--- config.mk ---
export PLATFORM = sky130hd
export DESIGN_NAME = load_store_unit
export DESIGN_NICKNAME = d
export VERILOG_FILES = /design/src/rtl/load_store_unit.sv
export SDC_FILE = /design/constraint.sdc
export NUM_CORES = 1
export LEC_CHECK = 0
export CORE_MARGIN = 2
export CORE_UTILIZATION = 35
export CTS_CLUSTER_DIAMETER = 100
export DETAILED_ROUTE_END_ITERATION = 8
export PLACE_DENSITY_LB_ADDON = 0.2
export SLEW_MARGIN = 20
export SYNTH_ARGS = -nofsm -noshare
export SYNTH_HDL_FRONTEND = slang
export SYNTH_SLANG_ARGS = --single-unit
--- constraint.sdc ---
create_clock -name clk -period 3.07 [get_ports clk]
set_input_delay 0.7675 -clock clk [delete_from_list [all_inputs] [get_ports clk]]
set_output_delay 0.7675 -clock clk [all_outputs]
set_load 0.05 [all_outputs]
--- src/rtl/load_store_unit.sv ---
// Load/store unit: splits misaligned accesses into byte beats (or rejects them) and extends load data.
// Latency: aligned accept+2, split accept+N+1, error accept+1; accepts only in IDLE, response is never backpressured.
module load_store_unit #(
  parameter bit SPLIT_MISALIGNED = 1'b1
) (
  input  logic        clk,
  input  logic        rst_n,
  input  logic        req_valid,
  output logic        req_ready,
  input  logic        req_write,
  input  logic [31:0] req_addr,
  input  logic [31:0] req_wdata,
  input  logic [1:0]  req_size,
  input  logic        req_unsigned,
  output logic        resp_valid,
  output logic [31:0] resp_rdata,
  output logic        resp_misaligned,
  output logic        resp_error,
  output logic [31:0] mem_address,
  output logic [31:0] mem_write_data,
  output logic        mem_write,
  output logic        mem_read,
  output logic [1:0]  mem_size,
  input  logic [31:0] mem_read_data
);

  typedef enum logic [1:0] {IDLE, ACCESS, RESP} state_t;

  state_t      state_q, state_d;
  logic [1:0]  beat_q, beat_d;
  logic        write_q, write_d;
  logic [31:0] addr_q, addr_d;
  logic [31:0] wdata_q, wdata_d;
  logic [1:0]  size_q, size_d;
  logic        uns_q, uns_d;
  logic        split_q, split_d;
  logic [31:0] asm_q, asm_d;
  logic [31:0] mem_address_q, mem_address_d;
  logic [31:0] mem_write_data_q, mem_write_data_d;
  logic        mem_write_q, mem_write_d;
  logic        mem_read_q, mem_read_d;
  logic [1:0]  mem_size_q, mem_size_d;
  logic        resp_valid_q, resp_valid_d;
  logic [31:0] resp_rdata_q, resp_rdata_d;
  logic        resp_misaligned_q, resp_misaligned_d;
  logic        resp_error_q, resp_error_d;

  logic        req_aligned;
  logic        req_illegal;
  logic [1:0]  last_beat;
  logic [31:0] wshift;
  logic [31:0] load_ext;

  assign req_ready = (state_q == IDLE);
  assign req_aligned = (req_size == 2'b00) ||
                       (req_size == 2'b01 && !req_addr[0]) ||
                       (req_size == 2'b10 && req_addr[1:0] == 2'b00);
  assign req_illegal = (req_size == 2'b11) || (!req_aligned && !SPLIT_MISALIGNED);
  assign last_beat   = (size_q == 2'b01) ? 2'd1 : 2'd3;

  always_comb begin
    state_d           = state_q;
    beat_d            = beat_q;
    write_d           = write_q;
    addr_d            = addr_q;
    wdata_d           = wdata_q;
    size_d            = size_q;
    uns_d             = uns_q;
    split_d           = split_q;
    asm_d             = asm_q;
    mem_address_d     = mem_address_q;
    mem_write_data_d  = mem_write_data_q;
    mem_write_d       = mem_write_q;
    mem_read_d        = mem_read_q;
    mem_size_d        = mem_size_q;
    resp_valid_d      = resp_valid_q;
    resp_rdata_d      = resp_rdata_q;
    resp_misaligned_d = resp_misaligned_q;
    resp_error_d      = resp_error_q;
    wshift            = 32'd0;
    load_ext          = 32'd0;

    case (state_q)
      IDLE: begin
        if (req_valid) begin
          write_d = req_write;
          addr_d  = req_addr;
          wdata_d = req_wdata;
          size_d  = req_size;
          uns_d   = req_unsigned;
          beat_d  = 2'd0;
          asm_d   = 32'd0;
          if (req_illegal) begin
            state_d      = RESP;
            resp_valid_d = 1'b1;
            resp_error_d = 1'b1;
            resp_rdata_d = 32'd0;
          end else begin
            state_d          = ACCESS;
            split_d          = !req_aligned;
            mem_address_d    = req_addr;
            mem_size_d       = req_aligned ? req_size : 2'b00;
            mem_write_data_d = req_aligned ? req_wdata : {24'd0, req_wdata[7:0]};
            mem_write_d      = req_write;
            mem_read_d       = !req_write;
          end
        end
      end
      ACCESS: begin
        if (!write_q) begin
          if (split_q) asm_d[{beat_q, 3'b000} +: 8] = mem_read_data[7:0];
          else         asm_d = mem_read_data;
        end
        // Extension is always redone here; upper bits returned by memory for narrow reads are ignored.
        case (size_q)
          2'b00:   load_ext = uns_q ? {24'd0, asm_d[7:0]}  : {{24{asm_d[7]}}, asm_d[7:0]};
          2'b01:   load_ext = uns_q ? {16'd0, asm_d[15:0]} : {{16{asm_d[15]}}, asm_d[15:0]};
          default: load_ext = asm_d;
        endcase
        if (!split_q || beat_q == last_beat) begin
          state_d           = RESP;
          mem_write_d       = 1'b0;
          mem_read_d        = 1'b0;
          resp_valid_d      = 1'b1;
          resp_misaligned_d = split_q;
          resp_rdata_d      = write_q ? 32'd0 : load_ext;
        end else begin
          beat_d           = beat_q + 2'd1;
          mem_address_d    = addr_q + {30'd0, beat_d};
          wshift           = wdata_q >> {beat_d, 3'b000};
          mem_write_data_d = {24'd0, wshift[7:0]};
        end
      end
      RESP: begin
        state_d           = IDLE;
        resp_valid_d      = 1'b0;
        resp_misaligned_d = 1'b0;
        resp_error_d      = 1'b0;
        resp_rdata_d      = 32'd0;
      end
      default: state_d = IDLE;
    endcase
  end

  always_ff @(posedge clk) begin
    if (!rst_n) begin
      state_q           <= IDLE;
      beat_q            <= 2'd0;
      write_q           <= 1'b0;
      addr_q            <= 32'd0;
      wdata_q           <= 32'd0;
      size_q            <= 2'b00;
      uns_q             <= 1'b0;
      split_q           <= 1'b0;
      asm_q             <= 32'd0;
      mem_address_q     <= 32'd0;
      mem_write_data_q  <= 32'd0;
      mem_write_q       <= 1'b0;
      mem_read_q        <= 1'b0;
      mem_size_q        <= 2'b00;
      resp_valid_q      <= 1'b0;
      resp_rdata_q      <= 32'd0;
      resp_misaligned_q <= 1'b0;
      resp_error_q      <= 1'b0;
    end else begin
      state_q           <= state_d;
      beat_q            <= beat_d;
      write_q           <= write_d;
      addr_q            <= addr_d;
      wdata_q           <= wdata_d;
      size_q            <= size_d;
      uns_q             <= uns_d;
      split_q           <= split_d;
      asm_q             <= asm_d;
      mem_address_q     <= mem_address_d;
      mem_write_data_q  <= mem_write_data_d;
      mem_write_q       <= mem_write_d;
      mem_read_q        <= mem_read_d;
      mem_size_q        <= mem_size_d;
      resp_valid_q      <= resp_valid_d;
      resp_rdata_q      <= resp_rdata_d;
      resp_misaligned_q <= resp_misaligned_d;
      resp_error_q      <= resp_error_d;
    end
  end

  assign mem_address     = mem_address_q;
  assign mem_write_data  = mem_write_data_q;
  assign mem_write       = mem_write_q;
  assign mem_read        = mem_read_q;
  assign mem_size        = mem_size_q;
  assign resp_valid      = resp_valid_q;
  assign resp_rdata      = resp_rdata_q;
  assign resp_misaligned = resp_misaligned_q;
  assign resp_error      = resp_error_q;

endmodule

==> key figures <==
CTS
  – Hold_buf cts: 0
  – CTS Sinks: 208
  – Root buffer cell: clkbuf_16
  – Clk pin slew, worst setup/hold paths: 0.06 ns
  – Post-CTS Resized: 0
  – Htree depth: 1
  – CTS tree: yes
  – Clock buffer count from CTS: 24
  – Clock Path Buffers: 3
  – Clk Latency, worst-skew pair: 0.53 ns
  – # Post-CTS Setup Buffers: 0

Critical path
  – Critical R2R Capture: mem_address[25]$_SDFFE_PN0P_
  – Crit path arrival time: 1.99 ns
  – Setup CP Type: flip-flop to primary output
  – Worst setup EP type: primary output
  – Delay-heaviest family, CP: buffers and inverters
  – WP buf/inv: 1
  – R2r startpoint: beat_q[1]$_SDFFE_PN0P_
  – Reg2reg setup slack: 0.46 ns
  – Maximum single-stage delay on the critical path: 0.86 ns
  – Worst EP required: 2.30 ns
  – Slowest-stage cell, CP: clkdlybuf4s50_1
  – Cells on worst reg2reg path: 8
  – Critical Path, Cell by Cell: nor2_1 -> clkdlybuf4s50_1
  – CP startpoint kind: flip-flop
  – Crit-path max FO: 13

Route
  – Vias per cell: 5.58
  – Drt pass-1 iters: 6
  – Wire per inst: 19.1 um
  – Final ANT Viol Nets: 0
  – DR DRC count: 0
  – Iteration-0 DRC Markers: 757
  – Via count: 8954
  – Total wire length: 30.7 mm

STA
  – Final hold vios: 0
  – Fmax: 362 MHz
  – Setup TNS: 0 ns
  – Final Max Tran Viols: 0
  – Tmin final: 2.76 ns
  – Final setup fails: 0
  – Tcrit/Tclk final: 89.9%
  – Unrepaired setup endpoints after global routing: no
  – Max Clock Skew: 0.0140 ns
  – PnR worst setup slack: 0.309 ns
  – Slew @ Worst Pin: 1.01 ns
  – Worst slew margin relative to its limit: 32.9%

Global route
  – Met3 usage: 4.61%
  – Total Routing Usage GR: 21.2%
  – M2 GR Usage: 32.6%
  – Met1 Use GR: 30.3%
  – First-pass GRT wire length: 48.2 mm
  – Initial antenna violation count: 1
  – Largest net degree at the start of global routing: 95
  – GR peak layer: met2
  – Vias in the first global route: 8394
  – GR Overflow Total: 0

Yosys
  – Cell area after synthesis: 9280 um2
  – Most common flop cell mapped by yosys: dfxtp_1
  – Syn nets: 1192
  – Syn Inst Count: 1082
  – Synth top area cells: dfxtp_1, nand2_1, a21oi_1, clkbuf_1, nor2_1
  – Register area share after synthesis: 44.9%
  – Most frequent cells after synthesis: nand2_1, dfxtp_1, a21oi_1
  – Cell variety after synth: 66
  – Top-area cell type share of the netlist area: 44.9%
  – Yosys top cell by area: dfxtp_1
  – Count leader, synth: nand2_1
  – Synthesized area per cell: 8.57 um2
  – YS warnings: 0
  – Synthesis-stage register bit count: 208
  – Post-synth EDFFs: 0
  – Asr flop ratio synth: 0%

Layout
  – Layout cells sized above 1: 9.23%
  – Layout area overhead: 34.8%
  – Total Nets Final: 1361
  – Multi-input logic area: 4720 um2
  – Layout fillers: 2550
  – Reg area: 4160 um2

Pwr
  – Switching pwr: 2.15 mW
  – Max IR drop VDD: 0.404 mV
  – Gate power share: 19.5%
  – Sequential power share: 41.4%
  – Int Pwr: 5.08 mW
  – Switching power share of the total: 29.7%
  – Clock power frac: 39.1%
  – P per Cell Area: 578 nW/um2
  – Overall Power: 7.22 mW
  – Leakage: 4.45 nW

Worst hold path
  – Min-Delay Startpoint: wdata_q[4]$_SDFFE_PN0P_
  – Hold/Removal Path Class: flip-flop to flip-flop
  – Hold Path Depth: 2
  – WHS Endpoint: wdata_q[4]$_SDFFE_PN0P_

Placement
  – Post-DP HPWL: 20.6 mm
  – GPL Wtd Cong: 0.800
  – Post-Place Worst Slack: 0.218 ns
  – PortBufs: 206

Floorplan
  – Die ar.: 27800 um2
  – Top Ports: 207
  – Row count: 59
  – Die H: 167 um
  – Starting Density: 35.6%
  – Core area: 26100 um2
  – Chip width: 167 um

Outcome
  – Status: finished clean

Flow run
  – Max Cap Viol: 0
## cells in the final DEF (no fill, tap or decap), drive strengths merged, types with 7 or more instances in the layout
cell type,instances
a21oi,107
a221o,8
a222oi,16
a22o,9
a22oi,19
a2bb2oi,18
a311oi,10
a31o,13
a32o,17
a32oi,24
and2,14
and3,10
buf,35
clkbuf,35
clkdlybuf4s50,205
dfxtp,208
inv,15
mux4,8
nand2,213
nand3,16
nand4,18
nor2,77
nor3,15
o21a,17
o21ai,15
o22ai,7
o2bb2ai,9
o32ai,10
xnor2,15
## through the flow
step / util, % / cell area (um2) / hold WS (ns) / instances
CTS: 48.0 / 12500 / 0.455 / 1603
global placement: 45.0 / 11700 / 0.438 / 1560
detailed placement: 45.0 / 11700 / 0.447 / 1560
finish: 48.0 / 12500 / 0.453 / 1604
floorplan: - / 9280 / 0.433 / 1082
global route: 48.0 / 12500 / 0.470 / 1603
## how the worst max path moves through the flow
stage / startpoint / end / cells past startpoint
CTS: state_q[0]$_SDFFE_PN0P_ / req_ready / 2
detailed placement: req_valid / mem_address[9]$_SDFFE_PN0P_ / 6
global route: state_q[0]$_SDFFE_PN0P_ / req_ready / 2
floorplan: beat_q[0]$_SDFFE_PN0P_ / mem_address[25]$_SDFFE_PN0P_ / 8
global placement: req_valid / mem_address[8]$_SDFFE_PN0P_ / 6
finish: state_q[0]$_SDFFE_PN0P_ / req_ready / 2
## flip-flops by register name (all words and copies together), names as in the netlist, 2 cells and up
| signal | count |
|---|---|
| mem_size | 2 |
| mem_write_data | 32 |
| size_q | 2 |
| asm_q | 32 |
| resp_rdata | 32 |
| mem_address | 32 |
| state_q | 2 |
| wdata_q | 32 |
| addr_q | 32 |
| beat_q | 2 |
## layout make-up
cell class | instances | area share, %
Multi-Input combinational cell | 763 | 37.8
Sequential cell | 208 | 33.3
Timing Repair Buffer | 240 | 18.9
Clock buffer | 35 | 5.61
Tap cell | 335 | 3.35
Clock inverter | 8 | 0.640
Inverter | 14 | 0.440
Antenna cell | 1 | 0.0200
## cell families (layout without fill, tap and decap cells)
family | Yosys count | after routing | share of synthesized area (%)
buf+inv | 111 | 297 | 4.75
xor+xnor | 20 | 20 | 1.89
simple gates | 394 | 394 | 19.0
other cells | 0 | 1 | 0
fa+ha+maj | 7 | 7 | 1.02
compound gates | 328 | 328 | 25.9
flops | 208 | 208 | 44.9
mux | 14 | 14 | 2.59
## routing by layer
| layer | vias up | part of all wire (%) |
|---|---|---|
| met5 | - | 0 |
| met4 | 0 | 2.3 |
| met3 | 47 | 7.3 |
| met2 | 308 | 45 |
| met1 | 4286 | 46 |
| li1 | 4313 | - |
## worst register-to-register path: cells and delay by family, from the launching register on
| kind | cells | cell delay [ns] |
|---|---|---|
| multiplexers | 1 | 0.15 |
| AO/OA/AOI/OAI | 2 | 0.29 |
| AND/OR/NAND/NOR | 2 | 1.05 |
| adder cells (fa/ha/maj) | 2 | 0.63 |
| flip-flops | 1 | 0.32 |
| buffers and inverters | 1 | 0.08 |
## power groups by stage
stage | logic (mW) | registers, mW | clock network, mW
after floorplan | 0.602 | 3.29 | 0
after global placement | 1.40 | 3.05 | 0
after detailed placement | 1.41 | 3.05 | 0
after CTS | 1.41 | 2.99 | 2.89
after global routing | 1.51 | 3.01 | 2.99
final | 1.41 | 2.99 | 2.82
Note: power is estimated with default switching activity, not from simulation.
